--- config.mk ---
export PLATFORM = sky130hd
export DESIGN_NAME = io_port_controller_flat
export DESIGN_NICKNAME = d
export VERILOG_FILES = /design/src/rtl/io_port_if.sv /design/src/rtl/io_port_controller.sv /design/src/flat_wrapper.sv
export SDC_FILE = /design/constraint.sdc
export NUM_CORES = 1
export LEC_CHECK = 0
export ABC_AREA = 1
export CORE_AREA = 2 2 138 113
export CTS_CLUSTER_SIZE = 28
export DETAILED_ROUTE_END_ITERATION = 16
export DIE_AREA = 0 0 140 115
export GPL_TIMING_DRIVEN = 0
export HOLD_SLACK_MARGIN = 0.05
export SLEW_MARGIN = 20
export SYNTH_ARGS = -nofsm -noshare
export SYNTH_HDL_FRONTEND = slang
export SYNTH_SLANG_ARGS = --single-unit
--- constraint.sdc ---
create_clock -name clk -period 1.93 [get_ports clk]
set_input_delay 0.386 -clock clk [delete_from_list [all_inputs] [get_ports clk]]
set_output_delay 0.386 -clock clk [all_outputs]
set_load 0.01 [all_outputs]
--- src/rtl/io_port_if.sv ---
// Bundle of the processor-facing and device-facing signals of the I/O port
// controller. The controller takes the slave view; whatever drives the
// processor/board side (top level or bench) takes the master view.
interface io_port_if #(
  parameter int DATA_W = 16
);
  logic [DATA_W-1:0] dev_in_data;
  logic              dev_in_valid;
  logic              dev_in_ready;
  logic [DATA_W-1:0] in_port;
  logic              port_rd;
  logic              in_empty;
  logic [DATA_W-1:0] out_port;
  logic              port_wr;
  logic [DATA_W-1:0] dev_out_data;
  logic              dev_out_valid;
  logic              dev_out_ready;
  logic              out_overrun;
  logic              ext_irq;
  logic              rti_done;
  logic              interrupt;
  logic              irq_busy;

  modport master (
    output dev_in_data, dev_in_valid, port_rd, out_port, port_wr,
           dev_out_ready, ext_irq, rti_done,
    input  dev_in_ready, in_port, in_empty, dev_out_data, dev_out_valid,
           out_overrun, interrupt, irq_busy
  );

  modport slave (
    input  dev_in_data, dev_in_valid, port_rd, out_port, port_wr,
           dev_out_ready, ext_irq, rti_done,
    output dev_in_ready, in_port, in_empty, dev_out_data, dev_out_valid,
           out_overrun, interrupt, irq_busy
  );
endinterface

--- src/rtl/io_port_controller.sv ---
// Device-side end of the processor I/O interface: input FIFO feeding the
// processor inputPort, a valid/ready capture register for OUT writes, and an
// interrupt request/RTI handshake driven from a synchronised external line.
module io_port_controller #(
  parameter int DATA_W     = 16,
  parameter int FIFO_DEPTH = 4,
  parameter int IRQ_HOLD   = 2
) (
  input logic   clk,
  input logic   rst,
  io_port_if.slave bus
);

  localparam int PTR_W  = (FIFO_DEPTH > 1) ? $clog2(FIFO_DEPTH) : 1;
  localparam int CNT_W  = PTR_W + 1;
  localparam int HOLD_W = (IRQ_HOLD > 1) ? $clog2(IRQ_HOLD) : 1;

  localparam logic [1:0] IDLE     = 2'd0;
  localparam logic [1:0] ASSERT   = 2'd1;
  localparam logic [1:0] WAIT_RTI = 2'd2;

  // ---------------------------------------------------------------- FIFO
  logic [DATA_W-1:0] r_mem [FIFO_DEPTH];
  logic [PTR_W-1:0]  r_wr_ptr;
  logic [PTR_W-1:0]  r_rd_ptr;
  logic [CNT_W-1:0]  r_count;
  logic [DATA_W-1:0] r_last;
  logic              w_full;
  logic              w_empty;
  logic              w_push;
  logic              w_pop;

  assign w_full  = (r_count == CNT_W'(FIFO_DEPTH));
  assign w_empty = (r_count == '0);
  assign w_pop   = bus.port_rd && !w_empty;
  // A word offered while full is still taken when the head is popped in the
  // same cycle: the slot being freed is the one the write pointer targets.
  assign w_push  = bus.dev_in_valid && (!w_full || w_pop);

  assign bus.dev_in_ready = !w_full;
  assign bus.in_empty     = w_empty;
  assign bus.in_port      = w_empty ? r_last : r_mem[r_rd_ptr];

  // Storage array: data only, occupancy bookkeeping lives elsewhere
  always_ff @(posedge clk) begin
    if (w_push) r_mem[r_wr_ptr] <= bus.dev_in_data;
  end

  // Pointers, occupancy and the last-popped word shown once the FIFO drains
  always_ff @(posedge clk) begin
    if (rst) begin
      r_wr_ptr <= '0;
      r_rd_ptr <= '0;
      r_count  <= '0;
      r_last   <= '0;
    end else begin
      if (w_push) r_wr_ptr <= r_wr_ptr + 1'b1;
      if (w_pop) begin
        r_rd_ptr <= r_rd_ptr + 1'b1;
        r_last   <= r_mem[r_rd_ptr];
      end
      case ({w_push, w_pop})
        2'b10:   r_count <= r_count + 1'b1;
        2'b01:   r_count <= r_count - 1'b1;
        default: r_count <= r_count;
      endcase
    end
  end

  // ------------------------------------------------------ output channel
  logic [DATA_W-1:0] r_out_data;
  logic              r_out_valid;
  logic              r_overrun;

  assign bus.dev_out_data  = r_out_data;
  assign bus.dev_out_valid = r_out_valid;
  assign bus.out_overrun   = r_overrun;

  // Capture OUT writes; flag an overwrite of a word the device never took
  always_ff @(posedge clk) begin
    if (rst) begin
      r_out_data  <= '0;
      r_out_valid <= 1'b0;
      r_overrun   <= 1'b0;
    end else if (bus.port_wr) begin
      r_out_data  <= bus.out_port;
      r_out_valid <= 1'b1;
      if (r_out_valid && !bus.dev_out_ready) r_overrun <= 1'b1;
    end else if (r_out_valid && bus.dev_out_ready) begin
      r_out_valid <= 1'b0;
    end
  end

  // ----------------------------------------------------------- interrupt
  logic              r_sync1;
  logic              r_sync2;
  logic              r_sync_prev;
  logic              w_req;
  logic [1:0]        r_state;
  logic [1:0]        w_state_nxt;
  logic [HOLD_W-1:0] r_hold;
  logic [HOLD_W-1:0] w_hold_nxt;
  logic              r_pending;
  logic              w_pending_nxt;
  logic              r_irq;
  logic              r_busy;

  assign w_req         = r_sync2 && !r_sync_prev;
  assign bus.interrupt = r_irq;
  assign bus.irq_busy  = r_busy;

  // Two-flop synchroniser plus a delayed copy for rising-edge detection
  always_ff @(posedge clk) begin
    if (rst) begin
      r_sync1     <= 1'b0;
      r_sync2     <= 1'b0;
      r_sync_prev <= 1'b0;
    end else begin
      r_sync1     <= bus.ext_irq;
      r_sync2     <= r_sync1;
      r_sync_prev <= r_sync2;
    end
  end

  // Request/RTI FSM next state; requests arriving while busy merge into one
  always_comb begin
    w_state_nxt   = r_state;
    w_hold_nxt    = r_hold;
    w_pending_nxt = r_pending;
    case (r_state)
      IDLE: begin
        if (w_req || r_pending) begin
          w_state_nxt   = ASSERT;
          w_hold_nxt    = HOLD_W'(IRQ_HOLD - 1);
          w_pending_nxt = 1'b0;
        end
      end
      ASSERT: begin
        if (w_req) w_pending_nxt = 1'b1;
        if (r_hold == '0) w_state_nxt = WAIT_RTI;
        else              w_hold_nxt  = r_hold - 1'b1;
      end
      WAIT_RTI: begin
        if (w_req) w_pending_nxt = 1'b1;
        if (bus.rti_done) w_state_nxt = IDLE;
      end
      default: w_state_nxt = IDLE;
    endcase
  end

  // FSM state with registered interrupt and busy outputs decoded from next state
  always_ff @(posedge clk) begin
    if (rst) begin
      r_state   <= IDLE;
      r_hold    <= '0;
      r_pending <= 1'b0;
      r_irq     <= 1'b0;
      r_busy    <= 1'b0;
    end else begin
      r_state   <= w_state_nxt;
      r_hold    <= w_hold_nxt;
      r_pending <= w_pending_nxt;
      r_irq     <= (w_state_nxt == ASSERT);
      r_busy    <= (w_state_nxt != IDLE);
    end
  end

endmodule

--- src/flat_wrapper.sv ---
// flat-port wrapper written by rule: the top's interface ports become plain ports
module io_port_controller_flat 
#(
  parameter int DATA_W     = 16,
  parameter int FIFO_DEPTH = 4,
  parameter int IRQ_HOLD   = 2
)
  (clk, rst, bus_dev_in_data, bus_dev_in_valid, bus_port_rd, bus_out_port, bus_port_wr, bus_dev_out_ready, bus_ext_irq, bus_rti_done, bus_dev_in_ready, bus_in_port, bus_in_empty, bus_dev_out_data, bus_dev_out_valid, bus_out_overrun, bus_interrupt, bus_irq_busy);
  io_port_if #(.DATA_W(DATA_W)) bus_i ();
  input logic clk;
  input logic rst;
  input wire logic [$bits(bus_i.dev_in_data)-1:0] bus_dev_in_data;
  input wire logic [$bits(bus_i.dev_in_valid)-1:0] bus_dev_in_valid;
  input wire logic [$bits(bus_i.port_rd)-1:0] bus_port_rd;
  input wire logic [$bits(bus_i.out_port)-1:0] bus_out_port;
  input wire logic [$bits(bus_i.port_wr)-1:0] bus_port_wr;
  input wire logic [$bits(bus_i.dev_out_ready)-1:0] bus_dev_out_ready;
  input wire logic [$bits(bus_i.ext_irq)-1:0] bus_ext_irq;
  input wire logic [$bits(bus_i.rti_done)-1:0] bus_rti_done;
  output wire logic [$bits(bus_i.dev_in_ready)-1:0] bus_dev_in_ready;
  output wire logic [$bits(bus_i.in_port)-1:0] bus_in_port;
  output wire logic [$bits(bus_i.in_empty)-1:0] bus_in_empty;
  output wire logic [$bits(bus_i.dev_out_data)-1:0] bus_dev_out_data;
  output wire logic [$bits(bus_i.dev_out_valid)-1:0] bus_dev_out_valid;
  output wire logic [$bits(bus_i.out_overrun)-1:0] bus_out_overrun;
  output wire logic [$bits(bus_i.interrupt)-1:0] bus_interrupt;
  output wire logic [$bits(bus_i.irq_busy)-1:0] bus_irq_busy;
  assign bus_i.dev_in_data = bus_dev_in_data;
  assign bus_i.dev_in_valid = bus_dev_in_valid;
  assign bus_i.port_rd = bus_port_rd;
  assign bus_i.out_port = bus_out_port;
  assign bus_i.port_wr = bus_port_wr;
  assign bus_i.dev_out_ready = bus_dev_out_ready;
  assign bus_i.ext_irq = bus_ext_irq;
  assign bus_i.rti_done = bus_rti_done;
  assign bus_dev_in_ready = bus_i.dev_in_ready;
  assign bus_in_port = bus_i.in_port;
  assign bus_in_empty = bus_i.in_empty;
  assign bus_dev_out_data = bus_i.dev_out_data;
  assign bus_dev_out_valid = bus_i.dev_out_valid;
  assign bus_out_overrun = bus_i.out_overrun;
  assign bus_interrupt = bus_i.interrupt;
  assign bus_irq_busy = bus_i.irq_busy;
  io_port_controller #(.DATA_W(DATA_W), .FIFO_DEPTH(FIFO_DEPTH), .IRQ_HOLD(IRQ_HOLD)) u_core (.clk(clk), .rst(rst), .bus(bus_i));
endmodule
Word level (Yosys, flattened, before mapping)
Memory sizes are Yosys's and may differ from the RTL's. A register that Yosys moved wholly into a read port is not among the register bits.
Index checks and enable logic that the tools add are counted.
{"block": "totals", "n_memories": 1, "ram_bits": 64, "in_bits": 40, "elab_cells": 69, "output_inout_bits": 38, "register_bits": 50}
{"block": "op_classes", "add_sub_neg": 5, "n_eq_ne": 8, "n_reduce_logical": 22, "muxes": 18}
{"memory": "u_core.r_mem", "depth": 4, "word_bits": 16, "read_ports": 1, "rd_clocked_by_memory_dff": 1, "wr": 1, "line_no": "io_port_controller.sv:23", "text": "logic [DATA_W-1:0] r_mem [FIFO_DEPTH];"}
{"operator": "two-way mux 16 bit", "count": 1}
{"operator": "two-way mux 2 bit", "count": 5}
{"operator": "nonzero test 2 bit", "count": 5}
{"operator": "two-way mux 1 bit", "count": 8}
{"operator": "== test 2 x 1 -> 1 bit (second input constant)", "count": 3}
{"operator": "case mux 2 bit (3 select lines)", "count": 1}
{"operator": "case mux 3 bit (2 select lines)", "count": 1}
{"operator": "logical AND 1 bit", "count": 5}
{"operator": "adder 2 x 1 -> 2 bit (second input constant)", "count": 2}
{"operator": "== test 2 bit (second input constant)", "count": 2}
{"operator": "zero test 1 bit", "count": 4}
{"operator": "!= test 2 x 1 -> 1 bit (second input constant)", "count": 2}
{"operator": "case mux 1 bit (2 select lines)", "count": 2}
{"operator": "AND reduction 2 bit", "count": 2}
{"operator": "adder 3 x 1 -> 3 bit (second input constant)", "count": 1}
{"operator": "== test 3 bit (second input constant)", "count": 1}
{"operator": "zero test 3 bit", "count": 1}
{"operator": "AND reduction 3 bit", "count": 1}
{"operator": "subtractor 3 x 1 -> 3 bit (second input constant)", "count": 1}
{"operator": "zero test 2 bit", "count": 1}
{"operator": "logical OR 1 bit", "count": 2}
{"operator": "OR reduction 2 bit", "count": 1}
{"operator": "subtractor 1 bit (second input constant)", "count": 1}

Depth between registers and ports, before layout
{"block": "depth", "depth_word": 7, "depth_mapped": 14, "depth_no_buf": 13}

Worst setup path before layout
OpenSTA, ideal clock, no wires.
{"block": "synth_timing", "kind": "flip-flop to flip-flop", "startpoint": "register u_core.r_count[0]", "endpoint": "register u_core.r_count[2]", "setup_ns": 0.113, "t_required_ns": 1.817, "path_buffers": 0, "setup_slack_ns": 0.129, "path_stages_with_launch": 13, "arrival_time_ns": 1.688, "synth_period_minus_slack_ns": 1.801, "cell_sequence": "dfxtp_1 nor2_4 nand3_1 nand2_1 ha_1 inv_1 fa_1 inv_1 nand2_1 nand3_1 nand2_1 nand2_1 nor2_1"}
{"block": "synth_via", "elab_chain_cells": 7, "elab_cells_between_ends": 13, "cone_classes": "add/sub: 2; eq/ne: 3; mux: 1; reduce/logical: 7"}
{"item": "from (decl)", "line_no": "io_port_controller.sv:26", "text": "logic [CNT_W-1:0] r_count;"}
{"item": "from (signal assigned)", "line_no": "io_port_controller.sv:63", "text": "2'b10: r_count <= r_count + 1'b1;"}
{"item": "from (signal assigned)", "line_no": "io_port_controller.sv:64", "text": "2'b01: r_count <= r_count - 1'b1;"}
{"item": "from (signal assigned)", "line_no": "io_port_controller.sv:65", "text": "default: r_count <= r_count;"}
{"item": "zero test 3 bit", "line_no": "io_port_controller.sv:34", "text": "assign w_empty = (r_count == '0);"}
{"item": "zero test 1 bit", "line_no": "io_port_controller.sv:35", "text": "assign w_pop = bus.port_rd && !w_empty;"}
{"item": "logical AND 1 bit", "line_no": "io_port_controller.sv:35"}
{"item": "logical OR 1 bit", "line_no": "io_port_controller.sv:38", "text": "assign w_push = bus.dev_in_valid && (!w_full || w_pop);"}
{"item": "logical AND 1 bit", "line_no": "io_port_controller.sv:38"}
{"item": "== test 2 x 1 -> 1 bit or == test 2 bit (tied branches)", "line_no": "io_port_controller.sv:62", "text": "case ({w_push, w_pop})"}
{"item": "case mux 3 bit (2 select lines) or nonzero test 2 bit (tied branches)"}
Parallel ways exist; a longest one is shown, timed or not.
A chain may end at the register's enable or synchronous reset.

==> run summary <==
Status: complete, but fails checks
Violations in the final reports: design-rule violations, negative setup slack
Vias post-DR: 4088
Complex-gate fraction of the synthesized area: 4.75%
Total non-filler cell area in the finished layout: 0.00717 mm^2
Clk Latency, worst-skew pair: 0.40 ns
TritonCTS buffer count: 17
Number of hold violations in the final report: 0
Maximum root-to-sink buffer count: 2
Number of antenna cells inserted: 0
Yosys reg bits: 116
Period utilisation layout: 103%
First-pass GRT wire length: 19900 um
Sequential share of the synthesized area: 58.3%
Clock Skew: 0.00722 ns
Internal power summed over all cells: 6.34 mW
Number of unique standard cell types used by synthesis: 22
Synthesized instance count: 598
Via count of the first global-routing pass: 4065
CTS H-tree lvls: 4
Worst hold path type: in -> reg
Clock power share: 31.5%
Pwr dens: 1320 mW/mm^2
Synthesized-area fraction occupied by adder cells: 2.61%
Largest family of logic cells by synthesized area: simple AND/OR/NAND/NOR gates
RSZ-0062 raised after global routing: true
Initial core utilization: 34.4%
CTS tree: yes
# IOs: 78
Final-stage net count: 766
Critical path start-end classification: reg -> out
Worst slew margin relative to its limit: 68.6%
Total net switching power: 3.16 mW
Share of cell area taken by muxes after synthesis: 0%
Pleak: 3.28 nW
Crit Path Max Fanout: 10
Top area cells in the synthesized netlist: sky130_fd_sc_hd__edfxtp_1, sky130_fd_sc_hd__dfxtp_1, sky130_fd_sc_hd__nand2_1
Antenna violations before repair: 0
Transition time of the tightest slew-check pin: 0.470 ns
Total half-perimeter wirelength after legalization and detailed placement: 8750 um
Avg Vias per Cell: 4.45
Synth Area in XOR/XNOR: 0%
Post-Route WL: 12600 um
Post-placement cell count: 867
Floorplan Core Area: 0.0148 mm^2
Critical Path Start Type: register
Share of power burned in registers: 31.9%
Highest clock rate: 505 MHz
Max-cap violation count: 0
Summed instance area of the synthesized netlist: 0.00508 mm^2
Number of antenna-violating nets in the routed design: 0
Pins Over Slew Limit: 0
Fraction of final layout cells sized beyond drive strength 1: 23.3%
Fraction of synthesized cell area taken by the top area cell type: 37.8%
Clock edge transition at the registers on the reported setup and hold paths: 0.05 ns
Cell type with the largest total area after synthesis: sky130_fd_sc_hd__edfxtp_1
DIE HEIGHT: 115 um
Worst IR drop on VDD: 0.000801 V
CTS Hold Buffers Added: 0
Full die area: 0.0161 mm^2
Final GP Congestion: 0.791
Basic-gate share of the synthesized area counting and, or, nand and nor cells: 22.8%
Non-filler instance count after layout: 918
Count of input and output buffers: 76
Switching part of the total power: 33.2%
Row count: 40
Critical path data arrival time: 1.59 ns
Pin count of the biggest net entering global routing: 17
Detailed-router iteration count before antenna repair: 12
Worst hold path startpoint: rst
Worst path setup slack after routing: -0.0507 ns
Total global-route track usage: 16.0%
Initial drt markers: 292
Worst slack after detailed placement: -0.727 ns
Worst hold margin: 0.263 ns
Clock sink count: 116
Total power draw: 9.49 mW
Endpoints failing setup: 14
Warning count from the yosys run: 0
Routed length per placed instance: 13.7 um
Required time at the worst-slack endpoint: 1.54 ns
Cell Area, Placed: 0.00615 mm^2
Worst Setup End Kind: output port
Width of the chip: 140 um
Clock tree root driver cell: sky130_fd_sc_hd__clkbuf_16
Comb power frac: 36.6%
Drc violations: 3
Min cycle time layout: 1.98 ns
Global-route congestion overflow total: 0
Area growth syn-to-layout: 41.1%
Synthesized area divided by synthesized cell count: 8.50 um^2
Number of nets produced by synthesis: 648
[repair_timing]
action / in CTS / in global routing
setup buffers: 15 / 3
cloned: 2 / 0
pin swaps: 11 / 13
resized for setup: 141 / 45
setup endpoints to repair: 63 / 40
endpoints found under the hold margin: 0 / 0
[power by group through the flow]
stage	logic, mW	registers [mW]	clock network, mW
final	3.47	3.03	2.99
after global routing	3.82	3.06	3.14
after CTS	3.25	3.03	3.02
after detailed placement	2.95	3.07	0
after global placement	2.85	3.05	0
after floorplan	1.66	3.06	0
[cell usage after synthesis]
cell type                    n
sky130_fd_sc_hd__ha_1        9
sky130_fd_sc_hd__o21ai_0    27
sky130_fd_sc_hd__clkbuf_1    2
sky130_fd_sc_hd__inv_1     115
sky130_fd_sc_hd__a21oi_2     1
sky130_fd_sc_hd__nor2_1     80
sky130_fd_sc_hd__nand3_1    42
sky130_fd_sc_hd__edfxtp_1   64
sky130_fd_sc_hd__nand2_8     2
sky130_fd_sc_hd__buf_2      13
sky130_fd_sc_hd__o21a_1      1
sky130_fd_sc_hd__fa_1        1
sky130_fd_sc_hd__buf_4       4
sky130_fd_sc_hd__buf_6       3
sky130_fd_sc_hd__nand2_2     1
sky130_fd_sc_hd__inv_2       4
sky130_fd_sc_hd__nor2_4      1
sky130_fd_sc_hd__nand2_1   157
sky130_fd_sc_hd__o21ai_1     7
sky130_fd_sc_hd__a21oi_1    11
sky130_fd_sc_hd__clkbuf_2    1
sky130_fd_sc_hd__dfxtp_1    52
[through the flow]
stage / utilization (%) / TNS (ns)
finish: 48.6 / -0.275
global route: 48.6 / -1.75
CTS: 47.4 / -0.481
detailed placement: 41.7 / -36.94
global placement: 41.2 / -84.36
floorplan: - / 0
[area by class of cell]
class	instances	area, um^2
multi-input combinational	340	1780
clock inverter	4	47.5
buffer	22	226
sequential	116	2970
fill	1329	7590
inverter	119	459
timing repair buffer	100	927
clock buffer	28	527
tap	189	236
[cells by family after synthesis]
| family | count (synthesis) |
|---|---|
| flip-flops | 116 |
| buffers and inverters | 142 |
| AND/OR/NAND/NOR | 283 |
| adder cells (fa/ha/maj) | 10 |
| AO/OA/AOI/OAI | 47 |
[cells in the final DEF, fill, tap and decap left out, drive strengths merged]
cell / synthesis / layout
inv: 119 / 119
clkdlybuf4s50: 0 / 57
clkinv: 0 / 2
a21oi: 12 / 12
fa: 1 / 1
nand2: 160 / 160
dfxtp: 52 / 52
edfxtp: 64 / 64
o21a: 1 / 1
bufinv: 0 / 1
o21ai: 34 / 34
dlygate4sd2: 0 / 2
ha: 9 / 9
clkinvlp: 0 / 1
clkbuf: 3 / 32
nor2: 81 / 81
buf: 20 / 59
nand3: 42 / 42
[worst paths after layout]
| path | to | slack, ns | depth (start not counted) |
|---|---|---|---|
| worst min register to register | u_core.r_sync2 | 0.42 | 2 |
| worst max-delay path | bus_in_port[8] | -0.05 | 9 |
| worst max register to register | u_core.r_last[7] | 0.02 | 15 |
| worst min-delay path | u_core.bus.dev_out_valid | 0.26 | 2 |
[critical path, stage by stage (launching register included)]
cell	delay, ns
sky130_fd_sc_hd__dfxtp_2	0.32
sky130_fd_sc_hd__buf_6	0.14
sky130_fd_sc_hd__inv_8	0.06
sky130_fd_sc_hd__buf_12	0.14
sky130_fd_sc_hd__nand2_1	0.05
sky130_fd_sc_hd__nand3_1	0.08
sky130_fd_sc_hd__nand2_2	0.09
sky130_fd_sc_hd__nand2_1	0.06
sky130_fd_sc_hd__o21ai_2	0.08
sky130_fd_sc_hd__buf_2	0.16
[state kept, by name, summed over array words and instances, names as in the netlist, 2 cells and up, named ones only]
name and count:
u_core.r_rd_ptr 2, u_core.r_count 3, u_core.r_mem 64, u_core.bus.dev_out_data 16, u_core.r_wr_ptr 2, u_core.r_last 16, u_core.r_state 2
[metal layers]
metal / vias up / routed length, um / part of all wire (%) / track usage (%)
li1: 2074 / - / - / -
met2: 100 / 6080 / 48 / 26.8
met5: - / 0 / 0 / 0
met4: 0 / 103 / 0.82 / 5.05
met1: 1907 / 5750 / 46 / 20.6
met3: 7 / 679 / 5.4 / 4.21
Note: power is estimated with default switching activity, not from simulation.
